**src/rtl/sprite_tile_dispatcher.sv**
```systemverilog
// Sequences one 16x2 tile: clears the stream-processor array, paints the background,
// then fetches and dispatches every overlapping sprite. Optional left clip: SPRITE_DISPATCH_LEFT_CLIP_EN.
module sprite_tile_dispatcher #(
    parameter int         SPR_AW      = 6,
    parameter int         TEX_AW      = 12,
    parameter logic [7:0] TRANSPARENT = 8'hFF
) (
    input  logic              clk,
    input  logic              reset_n,
    input  logic              i_start,
    input  logic [3:0]        i_tile_x,
    input  logic [6:0]        i_tile_y,
    input  logic [SPR_AW:0]   i_sprite_count,
    input  logic [7:0]        i_bg_color,
    output logic              o_busy,
    output logic              o_done,
    output logic [SPR_AW-1:0] o_spr_addr,
    input  logic [39:0]       i_spr_data,
    output logic              o_tex_req,
    output logic [TEX_AW-1:0] o_tex_addr,
    input  logic [127:0]      i_tex_data,
    input  logic              i_tex_valid,
    output logic              o_array_reset_n,
    output logic              o_ena,
    output logic [255:0]      o_texture_data,
    output logic [3:0]        o_start_x,
    output logic [7:0]        o_position_z
);

    typedef enum logic [3:0] {
        S_IDLE, S_CLEAR, S_BG, S_SPR_RD, S_SPR_EVAL, S_TEX0, S_TEX1, S_DISPATCH, S_DONE
    } state_t;

    localparam logic [127:0]    CLEAR_ROW = {16{TRANSPARENT}};
    localparam logic [SPR_AW:0] IDX_ONE   = {{SPR_AW{1'b0}}, 1'b1};

    state_t              state_r, state_s;
    logic [SPR_AW:0]     idx_r, idx_s, count_r;
    logic [3:0]          tile_x_r;
    logic [6:0]          tile_y_r;
    logic [7:0]          bg_r;
    logic [7:0]          spr_z_r;
    logic [3:0]          spr_sx_r;
    logic                cov1_r;
    logic [TEX_AW-1:0]   addr0_r, addr1_r, tex_addr_s;
    logic [127:0]        row0_r, row1_r, row0_s, row1_s, row_in_s;

    logic [7:0]          spr_x_s, spr_y_s, spr_z_s;
    logic [3:0]          spr_h_s;
    logic [11:0]         spr_base_s;
    logic [8:0]          d0_s, d1_s;
    logic                cov0_s, cov1_s, direct_s, clip_s, hit_s;
    logic [TEX_AW-1:0]   addr0_eval_s, addr1_eval_s;

    assign spr_x_s    = i_spr_data[39:32];
    assign spr_y_s    = i_spr_data[31:24];
    assign spr_z_s    = i_spr_data[23:16];
    assign spr_h_s    = i_spr_data[15:12];
    assign spr_base_s = i_spr_data[11:0];

    // Row distances are 9-bit signed so a sprite starting below the row never wraps into coverage.
    assign d0_s   = {1'b0, tile_y_r, 1'b0} - {1'b0, spr_y_s};
    assign d1_s   = {1'b0, tile_y_r, 1'b1} - {1'b0, spr_y_s};
    assign cov0_s = ~d0_s[8] & (d0_s[7:0] <= {4'h0, spr_h_s});
    assign cov1_s = ~d1_s[8] & (d1_s[7:0] <= {4'h0, spr_h_s});
    assign direct_s = (spr_x_s[7:4] == tile_x_r);
    assign hit_s  = (spr_z_s != 8'h00) & (cov0_s | cov1_s) & (direct_s | clip_s);

    assign addr0_eval_s = TEX_AW'(spr_base_s) + TEX_AW'(d0_s[3:0]);
    assign addr1_eval_s = TEX_AW'(spr_base_s) + TEX_AW'(d1_s[3:0]);

`ifdef SPRITE_DISPATCH_LEFT_CLIP_EN
    logic [3:0] spr_shift_r;

    function automatic logic [127:0] shift_row(input logic [127:0] d, input logic [3:0] k);
        logic [127:0] r;
        r = CLEAR_ROW;
        for (int c = 0; c < 16; c++) begin
            if (c + int'(k) < 16) begin
                r[c*8 +: 8] = d[(c + int'(k))*8 +: 8];
            end else begin
                r[c*8 +: 8] = TRANSPARENT;
            end
        end
        return r;
    endfunction

    assign clip_s   = (tile_x_r != 4'h0) & (spr_x_s[7:4] == (tile_x_r - 4'h1)) & (spr_x_s[3:0] != 4'h0);
    assign row_in_s = shift_row(i_tex_data, spr_shift_r);

    // Shift amount for a left-clipped sprite is 16 - x[3:0], zero for an aligned hit.
    always_ff @(posedge clk) begin
        if (!reset_n) begin
            spr_shift_r <= 4'h0;
        end else if (state_r == S_SPR_EVAL) begin
            spr_shift_r <= direct_s ? 4'h0 : (4'h0 - spr_x_s[3:0]);
        end
    end
`else
    assign clip_s   = 1'b0;
    assign row_in_s = i_tex_data;
`endif

    // State register.
    always_ff @(posedge clk) begin
        if (!reset_n) begin
            state_r <= S_IDLE;
        end else begin
            state_r <= state_s;
        end
    end

    // Next state, sprite index and captured texture rows.
    always_comb begin
        state_s = state_r;
        idx_s   = idx_r;
        row0_s  = row0_r;
        row1_s  = row1_r;
        case (state_r)
            S_IDLE: begin
                if (i_start) begin
                    state_s = S_CLEAR;
                    idx_s   = '0;
                end else begin
                    state_s = S_IDLE;
                end
            end
            S_CLEAR: state_s = S_BG;
            S_BG:    state_s = S_SPR_RD;
            S_SPR_RD: begin
                if (idx_r == count_r) begin
                    state_s = S_DONE;
                end else begin
                    state_s = S_SPR_EVAL;
                end
            end
            S_SPR_EVAL: begin
                row0_s = CLEAR_ROW;
                row1_s = CLEAR_ROW;
                if (!hit_s) begin
                    state_s = S_SPR_RD;
                    idx_s   = idx_r + IDX_ONE;
                end else if (cov0_s) begin
                    state_s = S_TEX0;
                end else begin
                    state_s = S_TEX1;
                end
            end
            S_TEX0: begin
                if (i_tex_valid) begin
                    row0_s  = row_in_s;
                    state_s = cov1_r ? S_TEX1 : S_DISPATCH;
                end else begin
                    state_s = S_TEX0;
                end
            end
            S_TEX1: begin
                if (i_tex_valid) begin
                    row1_s  = row_in_s;
                    state_s = S_DISPATCH;
                end else begin
                    state_s = S_TEX1;
                end
            end
            S_DISPATCH: begin
                state_s = S_SPR_RD;
                idx_s   = idx_r + IDX_ONE;
            end
            S_DONE:  state_s = S_IDLE;
            default: state_s = S_IDLE;
        endcase
    end

    // Texture address for the fetch being entered; from EVAL the sprite word is still on the bus.
    always_comb begin
        tex_addr_s = o_tex_addr;
        if (state_s == S_TEX0) begin
            tex_addr_s = (state_r == S_SPR_EVAL) ? addr0_eval_s : addr0_r;
        end else if (state_s == S_TEX1) begin
            tex_addr_s = (state_r == S_SPR_EVAL) ? addr1_eval_s : addr1_r;
        end else begin
            tex_addr_s = o_tex_addr;
        end
    end

    // Datapath registers and registered outputs, decoded from the next state.
    always_ff @(posedge clk) begin
        if (!reset_n) begin
            idx_r           <= '0;
            count_r         <= '0;
            tile_x_r        <= 4'h0;
            tile_y_r        <= 7'h00;
            bg_r            <= 8'h00;
            spr_z_r         <= 8'h00;
            spr_sx_r        <= 4'h0;
            cov1_r          <= 1'b0;
            addr0_r         <= '0;
            addr1_r         <= '0;
            row0_r          <= '0;
            row1_r          <= '0;
            o_busy          <= 1'b0;
            o_done          <= 1'b0;
            o_spr_addr      <= '0;
            o_tex_req       <= 1'b0;
            o_tex_addr      <= '0;
            o_array_reset_n <= 1'b1;
            o_ena           <= 1'b0;
            o_texture_data  <= '0;
            o_start_x       <= 4'h0;
            o_position_z    <= 8'h00;
        end else begin
            idx_r  <= idx_s;
            row0_r <= row0_s;
            row1_r <= row1_s;
            if (state_r == S_IDLE && i_start) begin
                tile_x_r <= i_tile_x;
                tile_y_r <= i_tile_y;
                count_r  <= i_sprite_count;
                bg_r     <= i_bg_color;
            end
            if (state_r == S_SPR_EVAL) begin
                spr_z_r  <= spr_z_s;
                spr_sx_r <= direct_s ? spr_x_s[3:0] : 4'h0;
                cov1_r   <= cov1_s;
                addr0_r  <= addr0_eval_s;
                addr1_r  <= addr1_eval_s;
            end
            o_busy          <= (state_s != S_IDLE) && (state_s != S_DONE);
            o_done          <= (state_s == S_DONE);
            o_array_reset_n <= (state_s != S_CLEAR);
            o_ena           <= (state_s == S_BG) || (state_s == S_DISPATCH);
            o_tex_req       <= (state_s == S_TEX0) || (state_s == S_TEX1);
            o_tex_addr      <= tex_addr_s;
            if (state_s == S_SPR_RD) begin
                o_spr_addr <= idx_s[SPR_AW-1:0];
            end
            if (state_s == S_BG) begin
                o_texture_data <= {32{bg_r}};
                o_start_x      <= 4'h0;
                o_position_z   <= 8'h00;
            end else if (state_s == S_DISPATCH) begin
                o_texture_data <= {row1_s, row0_s};
                o_start_x      <= spr_sx_r;
                o_position_z   <= spr_z_r;
            end
        end
    end

endmodule
```
**config.mk**
```make
export PLATFORM = sky130hd
export DESIGN_NAME = sprite_tile_dispatcher
export DESIGN_NICKNAME = d
export VERILOG_FILES = /design/src/rtl/sprite_tile_dispatcher.sv
export SDC_FILE = /design/constraint.sdc
export NUM_CORES = 1
export LEC_CHECK = 0
export BUFFER_PORTS_ARGS = -buffer_cell sky130_fd_sc_hd__buf_2
export CORE_MARGIN = 4
export CORE_UTILIZATION = 50
export DETAILED_ROUTE_END_ITERATION = 10
export GPL_ROUTABILITY_DRIVEN = 0
export GPL_TIMING_DRIVEN = 0
export PLACE_DENSITY = 0.73
export SLEW_MARGIN = 25
export SYNTH_ARGS = -nofsm -noshare
export SYNTH_HDL_FRONTEND = slang
export SYNTH_SLANG_ARGS = --single-unit
```
**constraint.sdc**
```tcl
create_clock -name clk -period 5 [get_ports clk]
set_input_delay 0 -clock clk [delete_from_list [all_inputs] [get_ports clk]]
set_output_delay 0 -clock clk [all_outputs]
set_load 0.02 [all_outputs]
```
; Word-level counts from Yosys, hierarchy flattened
; Cells that the tools add are included.
[totals]
reg_bits = 621
output_inout_bits = 291
[op_classes]
add_sub_neg = 5
order_cmp = 2
n_eq_ne = 19
n_mux = 22
bitwise_logic = 8
reduce_logical = 13
[op_table]
columns = cell, n
row1 = $mux W256, 2
row2 = $pmux W128 S2, 2
row3 = $mux W128, 2
row4 = $mux W12, 4
row5 = $eq A4 B3 Y1 const B, 7
row6 = $pmux W4 S7, 1
row7 = $add A12 B4 Y12, 2
row8 = $pmux W7 S3, 1
row9 = $sub A8 B8 Y9, 2
row10 = $eq A4 B2 Y1 const B, 4
row11 = $le A8 B4 Y1, 2
row12 = $mux W7, 2
row13 = $mux W4, 2
row14 = $reduce_bool A8 Y1, 1
row15 = $add A7 B1 Y7 const B, 1
row16 = $eq A7 B7 Y1, 1
row17 = $and A1 B1 Y1, 4
row18 = $eq A4 B1 Y1 const B, 1
row19 = $eq A4 B4 Y1, 1
row20 = $eq A4 B4 Y1 const B, 1
row21 = $logic_not A4 Y1, 1
row22 = $mux W2, 2
row23 = $ne A2 B2 Y1 const B, 2
row24 = $ne A4 B1 Y1 const B, 1
row25 = other kinds (12), 20

; Depth between registers and ports, before layout
; Gate-level depths: netlist of run 1.
[logic_depth]
depth_word = 11
ltp_mapped = 19
depth_no_buf = 16

; Worst setup path after synthesis of run 1
; Ideal clock, no wire load.
[synth_timing]
kind = register to register
start = reg tile_y_r[0]
end = reg o_position_z[0]
setup_time_ns = 0.128
arrival_ns = 3.694
setup_slack_ns = 1.178
stages_incl_launch_ff = 19
path_buffers = 3
cell_sequence = dfxtp_1 ha_1 nor2b_1 o21a_1 o21a_1 nor2_1 ha_1 a21oi_1 nand2_1 o22ai_1 nand4_1 or3_1 a41oi_1 o211ai_4 buf_4 buf_4 buf_6 mux2i_1 nor2_1
[synth_between]
elab_chain_len = 10
elab_cells_between_ends = 17
classes_between = add/sub (2) / order compare (2) / eq/ne (2) / mux (3) / bitwise (7) / reduce/logical (1)
[synth_rtl]
columns = element, line_no
row1 = start: declaration, 40  ; logic [6:0] tile_y_r;
row2 = start signal: assignment, 217  ; tile_y_r <= i_tile_y;
row3 = $sub A8 B8 Y9 (on tied branches), "62, 63"
row4 = "$le A8 B4 Y1, or another cell as far along", 64  ; assign cov0_s = ~d0_s[8] & (d0_s[7:0] <= {4'h0, spr_h_s});
row5 = $and A1 B1 Y1 (on tied branches), "64, 65"
row6 = $or A1 B1 Y1, 67  ; assign hit_s = (spr_z_s != 8'h00) & (cov0_s | cov1_s) & (direct_s | clip_s);
row7 = $and A1 B1 Y1 (2 in series), 67
row8 = $mux W3 *, 140  ; if (!hit_s) begin
row9 = $pmux W4 S7 *, 119  ; case (state_r)
row10 = $eq A4 B2 Y1, 237  ; if (state_s == S_BG) begin
row11 = $reduce_or A2 Y1 (no line), -
row12 = end signal: assignment, 244  ; o_position_z <= spr_z_r;
row13 = end: declaration, 27  ; output logic [7:0] o_position_z
; Every way passes the cells marked *; elsewhere a longest branch is shown, timed or not.
; A chain may end at the register's enable or synchronous reset.

; Worst setup path after layout of run 1
[layout_timing]
start = reg tile_y_r[0]
end = reg o_texture_data[138]
[layout_between]
elab_chain_len = 10
elab_cells_between_ends = 18
classes_between = add/sub (2) / order compare (2) / eq/ne (2) / mux (4) / bitwise (7) / reduce/logical (1)
[layout_rtl]
columns = element, line_no
row1 = $sub A8 B8 Y9 (on tied branches), "62, 63"
row2 = "$le A8 B4 Y1, or another cell as far along", 64
row3 = $and A1 B1 Y1 (on tied branches), "64, 65"
row4 = $or A1 B1 Y1, 67
row5 = $and A1 B1 Y1 (2 in series), 67
row6 = $mux W3 *, 140
row7 = $pmux W4 S7 *, 119
row8 = $eq A4 B2 Y1 or $eq A4 B3 Y1 (tied branches), "237, 241"
row9 = $mux W256 or $reduce_bool A2 Y1 (tied branches), -
row10 = end signal: assignment, 238  ; o_texture_data <= {32{bg_r}};
row11 = end signal: assignment, 242  ; o_texture_data <= {row1_s, row0_s};
row12 = end: declaration, 25  ; output logic [255:0] o_texture_data,
; Marks and branches as above.

==> impl_metrics.json, run 1 <==
{
  "final_cells": 4455,
  "rr_endpoint": "o_texture_data[138]$_SDFFE_PN0P_",
  "wl_um": 96900,
  "start_util_pct": 51.0,
  "met1_usage_pct": 41.4,
  "syn_nets": 3223,
  "dp.cells": 4151,
  "cts_buffers": 60,
  "min_to": "bg_r[1]$_SDFFE_PN0P_",
  "cts_tree": "done",
  "dieHeight_um": 235,
  "cts_max_level": 2,
  "fmax_mhz": 206,
  "io_pins": 489,
  "cp_max_fo": 10,
  "nets": 3953,
  "synth_most_common_cell": "dfxtp_1",
  "rsz0062_at_grt": "yes",
  "synth_area_leaders": "dfxtp_1 (48%), a21oi_1 (6.4%), mux2i_1 (5.5%)",
  "max_slew_margin_pct": 29.5,
  "postSynth.asyncResetShare_pct": 0,
  "grt_max_degree": 17,
  "start_kind": "flop",
  "grt_usage_pct": 33.1,
  "coreArea_sq_mm": 0.0506,
  "syn_avg_cell_area_sq_um": 8.61,
  "cts_root_buf": "clkbuf_16",
  "routed_via_density": 5.68,
  "leakagePower_uw": 0.0143,
  "synthFlopType": "dfxtp_1",
  "synth_top_area_share_pct": 48.2,
  "setup_ws_ns": 0.155,
  "internal_power_uw": 8810,
  "synth_common_cells": "dfxtp_1 (621), a21oi_1 (328), nor2_1 (323)",
  "first_iter_violations": 2149,
  "status": "finished, final reports clean",
  "firstDrtPassIters": 6,
  "reg2reg_depth": 17,
  "ant_nets": 0,
  "synth_warnings": 0,
  "ys_ff_latch": 621,
  "io_buffers": 482,
  "gr-usage-met2_pct": 54.1,
  "synth.distinct_cells": 72,
  "synth_area_leader_cell": "dfxtp_1",
  "synth_edf_count": 0,
  "combPwrFrac_pct": 21.2,
  "p_per_area_mw_per_mm2": 391,
  "tns_ns": 0,
  "pwr-share-clk_pct": 35.2,
  "reg2reg_slack_ns": 0.15,
  "dp_hpwl_um": 67100,
  "drive_gt1_share_pct": 19.0,
  "cp.required_ns": 5.50,
  "syn_inst": 2996,
  "hold_depth": 4,
  "die_w_um": 235,
  "clk_latency_ns": 0.65,
  "arrival_ns": 5.35,
  "drv_slew": 0,
  "final_hold_viol_count": 0,
  "p_sw_uw": 4090,
  "grt_pass1_wl_um": 144000,
  "finClkSkew_ns": 0.0154,
  "worstSetupEndpointType": "flop",
  "grt_pass1_vias": 24004,
  "clock_path_buffers": 3,
  "min_period_ns": 4.85,
  "clock_sinks": 621,
  "syn_area_sq_mm": 0.0258,
  "ys_seq_area_share_pct": 48.2,
  "dp_slack_ns": -0.275,
  "swShare_pct": 31.7,
  "hp-class": "in -> reg",
  "setup_viol": 0,
  "min_period_over_period_pct": 96.9,
  "vias": 25300,
  "tightest_slew_ns": 1.06,
  "use_met3_pct": 8.28,
  "vdd_drop_max_v": 0.000302,
  "worstHoldStart": "i_start",
  "antenna_found_initial": 8,
  "worstSetupPathType": "reg -> reg",
  "r2r_start": "tile_y_r[0]$_SDFFE_PN0P_",
  "row_count": 82,
  "path_clk_slew_ns": 0.07,
  "gr-total-overflow": 0,
  "drv_cap": 0,
  "die-area_sq_mm": 0.0553,
  "syn_to_final_growth_pct": 27.9,
  "grt-busiest-layer": "met2",
  "drc": 0,
  "wire_per_inst_um": 21.7,
  "seqPwrFrac_pct": 43.6
}
[cells in the final DEF (no fill, tap or decap), types with 5 or more instances in the layout]
master	count
clkbuf_4	5
nand4_1	6
and3_1	5
clkbuf_1	171
o211ai_1	5
clkinv_2	11
nor2_1	323
diode_2	7
inv_1	25
nand2_1	245
xnor2_1	16
nand3b_1	133
clkbuf_2	42
o22ai_1	131
o21ai_0	154
xor2_1	18
nor3_1	16
nand2b_1	7
or2_0	111
a21o_1	7
nor2b_1	13
dfxtp_1	621
or2_2	19
nand3_1	19
clkbuf_16	60
nor4_1	6
ha_1	25
and2_1	142
mux2i_1	143
buf_2	518
dlygate4sd3_1	183
buf_1	17
clkbuf_8	14
a22oi_1	5
a31oi_1	131
a21oi_1	328
buf_4	15
[area by class of cell]
| class | instances | area [sq um] |
|---|---|---|
| Inverter | 26 | 97.6 |
| Buffer | 268 | 1190 |
| Fill cell | 4232 | 17600 |
| Tap cell | 672 | 841 |
| Antenna cell | 7 | 17.5 |
| Sequential cell | 621 | 12400 |
| Multi-Input combinational cell | 2081 | 12200 |
| Clock inverter | 20 | 190 |
| Timing Repair Buffer | 668 | 4270 |
| Clock buffer | 92 | 1760 |
[kinds of logic after synthesis]
| kind of cell | share of synthesized area [%] |
|---|---|
| mux | 5.55 |
| buf+inv | 4.73 |
| simple gates | 20.7 |
| fa+ha+maj | 1.52 |
| xor+xnor | 1.15 |
| flops | 48.2 |
| compound gates | 18.1 |
[repair_timing]
action                     CTS  global route
hold endpoints to repair   453             0
hold buffers               183             0
setup buffers                0             2
pin swaps                    0             1
gates resized for setup     18            38
setup endpoints to repair  173           252
[critical path: stages, from the launching register on]
cell,delay [ns]
dfxtp_1,0.36
inv_1,0.07
ha_1,0.15
inv_1,0.05
fa_1,0.43
xor2_1,0.34
ha_1,0.32
a21oi_1,0.15
a21oi_1,0.11
a2111o_1,0.35
nor3_2,0.31
a41o_1,0.21
buf_2,0.21
nand4_2,0.22
buf_4,0.29
o21ai_2,0.47
clkbuf_2,0.55
a31oi_1,0.08
[power groups by stage]
stage	clock [uW]	combinational [uW]	sequential, uW
finish	4540	2740	5620
global route	4760	2920	5650
CTS	4550	2670	5610
detailed placement	0	2550	5720
global placement	0	2520	5700
floorplan	0	1060	6110
[per-layer routing]
| layer | vias up | part of all wire (%) |
|---|---|---|
| li1 | 11867 | - |
| met1 | 11872 | 40 |
| met2 | 1241 | 46 |
| met3 | 318 | 9.1 |
| met4 | 2 | 5.1 |
| met5 | - | 0.011 |
[metrics by stage]
stage	area, sq um	hold slack [ns]	utilization, %	power (uW)
global route	33000	0.0752	65.2	13300
floorplan	25800	0.136	-	7170
global placement	29100	0.242	57.5	8220
detailed placement	29100	0.247	57.5	8260
CTS	32900	0.0198	65.0	12800
finish	33000	0.0395	65.2	12900
[how the worst max path moves through the flow]
stage	from	to	slack (ns)	cells past startpoint
2_1_floorplan	tile_y_r[0]$_SDFFE_PN0P_	o_position_z[0]$_SDFFE_PP0N_	1.18	18
3_3_place_gp	tile_y_r[0]$_SDFFE_PN0P_	o_texture_data[168]$_SDFFE_PN0P_	-0.24	16
3_5_place_dp	tile_y_r[0]$_SDFFE_PN0P_	o_texture_data[216]$_SDFFE_PN0P_	-0.28	16
4_1_cts	tile_y_r[0]$_SDFFE_PN0P_	o_texture_data[224]$_SDFFE_PN0P_	0.07	16
5_1_grt	tile_y_r[0]$_SDFFE_PN0P_	o_texture_data[24]$_SDFFE_PN0P_	-0.06	18
6_report	tile_y_r[0]$_SDFFE_PN0P_	o_texture_data[138]$_SDFFE_PN0P_	0.15	17
[registers in the layout, indices dropped and copies added, names as in the netlist, 4 cells and up]
| name | flops |
|---|---|
| addr0_r | 12 |
| addr1_r | 12 |
| bg_r | 8 |
| count_r | 7 |
| idx_r | 7 |
| o_position_z | 8 |
| o_spr_addr | 6 |
| o_start_x | 4 |
| o_tex_addr | 12 |
| o_texture_data | 256 |
| row0_r | 128 |
| row1_r | 128 |
| spr_sx_r | 4 |
| spr_z_r | 8 |
| state_r | 4 |
| tile_x_r | 4 |
| tile_y_r | 7 |
No activity file was read; power rests on OpenSTA's default activity.
==> inputs of run 2 (changes only) <==
--- a/config.mk
+++ b/config.mk
@@ -6,12 +6,14 @@
 export NUM_CORES = 1
 export LEC_CHECK = 0
 export BUFFER_PORTS_ARGS = -buffer_cell sky130_fd_sc_hd__buf_2
+export CORE_ASPECT_RATIO = 0.7
 export CORE_MARGIN = 4
 export CORE_UTILIZATION = 50
 export DETAILED_ROUTE_END_ITERATION = 10
 export GPL_ROUTABILITY_DRIVEN = 0
 export GPL_TIMING_DRIVEN = 0
 export PLACE_DENSITY = 0.73
+export RECOVER_POWER = 50
 export SLEW_MARGIN = 25
 export SYNTH_ARGS = -nofsm -noshare
 export SYNTH_HDL_FRONTEND = slang
==> run 2 against run 1 <==
Die area rose by 0.11%; clock power rose by 4%; count of clock-buffer cells in the layout fell by 10; setup slack improved by 0.021 ns; combinational power fell by 5%.
==> impl_metrics.json, run 2 (synthesized netlist as in run 1, its figures left out) <==
{
  "fmax_mhz": 207,
  "final_hold_viol_count": 0,
  "worstSetupEndpointType": "flop",
  "cts_max_level": 2,
  "multi_input_area_sq_mm": 0.0122,
  "grt_max_degree": 16,
  "firstDrtPassIters": 6,
  "vias": 25754,
  "start_kind": "flop",
  "internal_power_uw": 8840,
  "cp.required_ns": 5.48,
  "p_sw_uw": 4100,
  "cts_buffers": 59,
  "routed_via_density": 5.78,
  "tightest_slew_ns": 1.26,
  "total_power_uw": 12900,
  "pwr-share-clk_pct": 36.3,
  "cts_tree": "done",
  "ant_nets": 0,
  "io_buffers": 482,
  "min_period_over_period_pct": 96.5,
  "register_area_sq_mm": 0.0124,
  "leakagePower_uw": 0.0131,
  "final_common_cell": "dfxtp_1",
  "grt_pass1_vias": 23801,
  "dp_slack_ns": -0.511,
  "dieHeight_um": 198,
  "gr-total-overflow": 0,
  "wire_per_inst_um": 22.0,
  "max_slew_margin_pct": 16.0,
  "path_clk_slew_ns": 0.07,
  "row_count": 69,
  "largestRegisters": "o_texture_data x256, row0_r x128, row1_r x128",
  "arrival_ns": 5.31,
  "top_register": "o_texture_data",
  "drv_slew": 0,
  "drv_cap": 0,
  "die-area_sq_mm": 0.0554,
  "wl_um": 98100,
  "hp-class": "in -> reg",
  "antenna_found_initial": 11,
  "drive_gt1_share_pct": 11.5,
  "rsz0062_at_grt": "no",
  "worstSetupPathType": "reg -> reg",
  "nets": 3951,
  "setup_ws_ns": 0.176,
  "grt_pass1_wl_um": 144000,
  "crit_path_top_delay_cell": "o21ai_1",
  "cp_common_cell": "a21oi_1",
  "finClkSkew_ns": 0.0282,
  "cp_max_fo": 10,
  "final_cell_mix": "dfxtp_1 (621), clkbuf_1 (450), a21oi_1 (328)",
  "placed_area_sq_mm": 0.0291,
  "start_util_pct": 50.7,
  "vdd_drop_max_v": 0.000299,
  "min_period_ns": 4.82,
  "utilization_pct": 64.2,
  "worstPathCellList": "inv_1 > ha_1 > inv_1 > fa_1 > xor2_1 > ha_1 > a21oi_1 > a21oi_1 > a2111o_1 > nor3_2 > a41o_1 > buf_2 > nand4_2 > o21ai_1 > clkbuf_2 > a21oi_1",
  "coreArea_sq_mm": 0.0509,
  "cts_root_buf": "clkbuf_16",
  "die_w_um": 280,
  "syn_to_final_growth_pct": 26.6,
  "dp_hpwl_um": 68600,
  "clk_latency_ns": 0.63,
  "seqPwrFrac_pct": 43.6,
  "combPwrFrac_pct": 20.1,
  "swShare_pct": 31.7,
  "largest_reg_flops": 256,
  "slowest_delay_ns": 0.69,
  "setup_viol": 0,
  "first_iter_violations": 2827,
  "clock_sinks": 621,
  "clock_path_buffers": 3,
  "design_area_sq_mm": 0.0327,
  "fill_cells": 4432,
  "drc": 0,
  "p_per_area_mw_per_mm2": 396,
  "grt_usage_pct": 33.7,
  "status": "finished, final reports clean",
  "io_pins": 489
}
-- run 2: changes by cell type in the layout (fill, tap and decap cells not counted), moves of 3 or more --
cell	before	now
and2_0	0	10
o21ai_2	3	6
buf_2	518	228
clkbuf_4	5	1
bufinv_16	2	5
and2_1	142	132
diode_2	7	11
clkbuf_1	171	450
clkbuf_2	42	48
clkinv_4	0	3
-- run 2: cell type report --
type / instances / share of cell area, %
multi-input cells: 2081 / 37.3
well taps: 674 / 2.58
repair buffers: 667 / 11.9
clock buffers: 82 / 5.27
flip-flops and latches: 621 / 38.1
inverters: 26 / 0.299
clock inverters: 25 / 0.900
plain buffers: 268 / 3.61
diodes: 11 / 0.0843
-- run 2: repair_timing --
item                                    in CTS  in global routing
gates resized for setup                     10                 79
hold buffers                               183                  0
hold endpoints to repair                   390                  0
endpoints found under the setup margin     233                264
buffers inserted                             0                  2
-- run 2: metal layers --
metal	up-vias	track usage (%)	wire, um
li1	11880	-	-
met1	12249	48.5	42900
met2	1336	49.6	41100
met3	289	6.47	9400
met4	0	14.3	4630
met5	-	0	0
-- run 2: power groups by stage --
stage	clock network, uW	logic (uW)	registers (uW)
final	4700	2600	5640
after global routing	4930	2780	5680
after CTS	4710	2640	5620
after detailed placement	0	2510	5730
after global placement	0	2480	5720
after floorplan	0	1060	6110
-- run 2: worst max-delay path, delay by kind of cell (launching register included) --
kind	cells	cell delay, ns
adders and majority gates	3	0.87
DFF	1	0.36
AOI/OAI and AO/OA	6	1.59
and+or+nand+nor	2	0.68
buffers and inverters	4	0.88
xor gates and xnor gates	1	0.28
-- run 2: final timing paths --
check,slack [ns],from,end,cells past startpoint
max,0.18,tile_y_r[0]$_SDFFE_PN0P_,o_texture_data[112]$_SDFFE_PN0P_,16
min reg2reg,0.45,spr_z_r[3]$_SDFFE_PN0P_,spr_z_r[3]$_SDFFE_PN0P_,2
min,0.06,i_spr_data[24],addr1_r[0]$_SDFF_PN0_,5
max reg2reg,0.18,tile_y_r[0]$_SDFFE_PN0P_,o_texture_data[112]$_SDFFE_PN0P_,16
-- run 2: stage by stage --
step / hold WS (ns) / instances / TNS [ns]
after floorplan: 0.136 / 2996 / 0
after global placement: 0.243 / 4152 / -24.35
after detailed placement: 0.250 / 4152 / -27.43
after CTS: 0.0278 / 4442 / 0
after global routing: 0.116 / 4452 / 0
final: 0.0596 / 4455 / 0
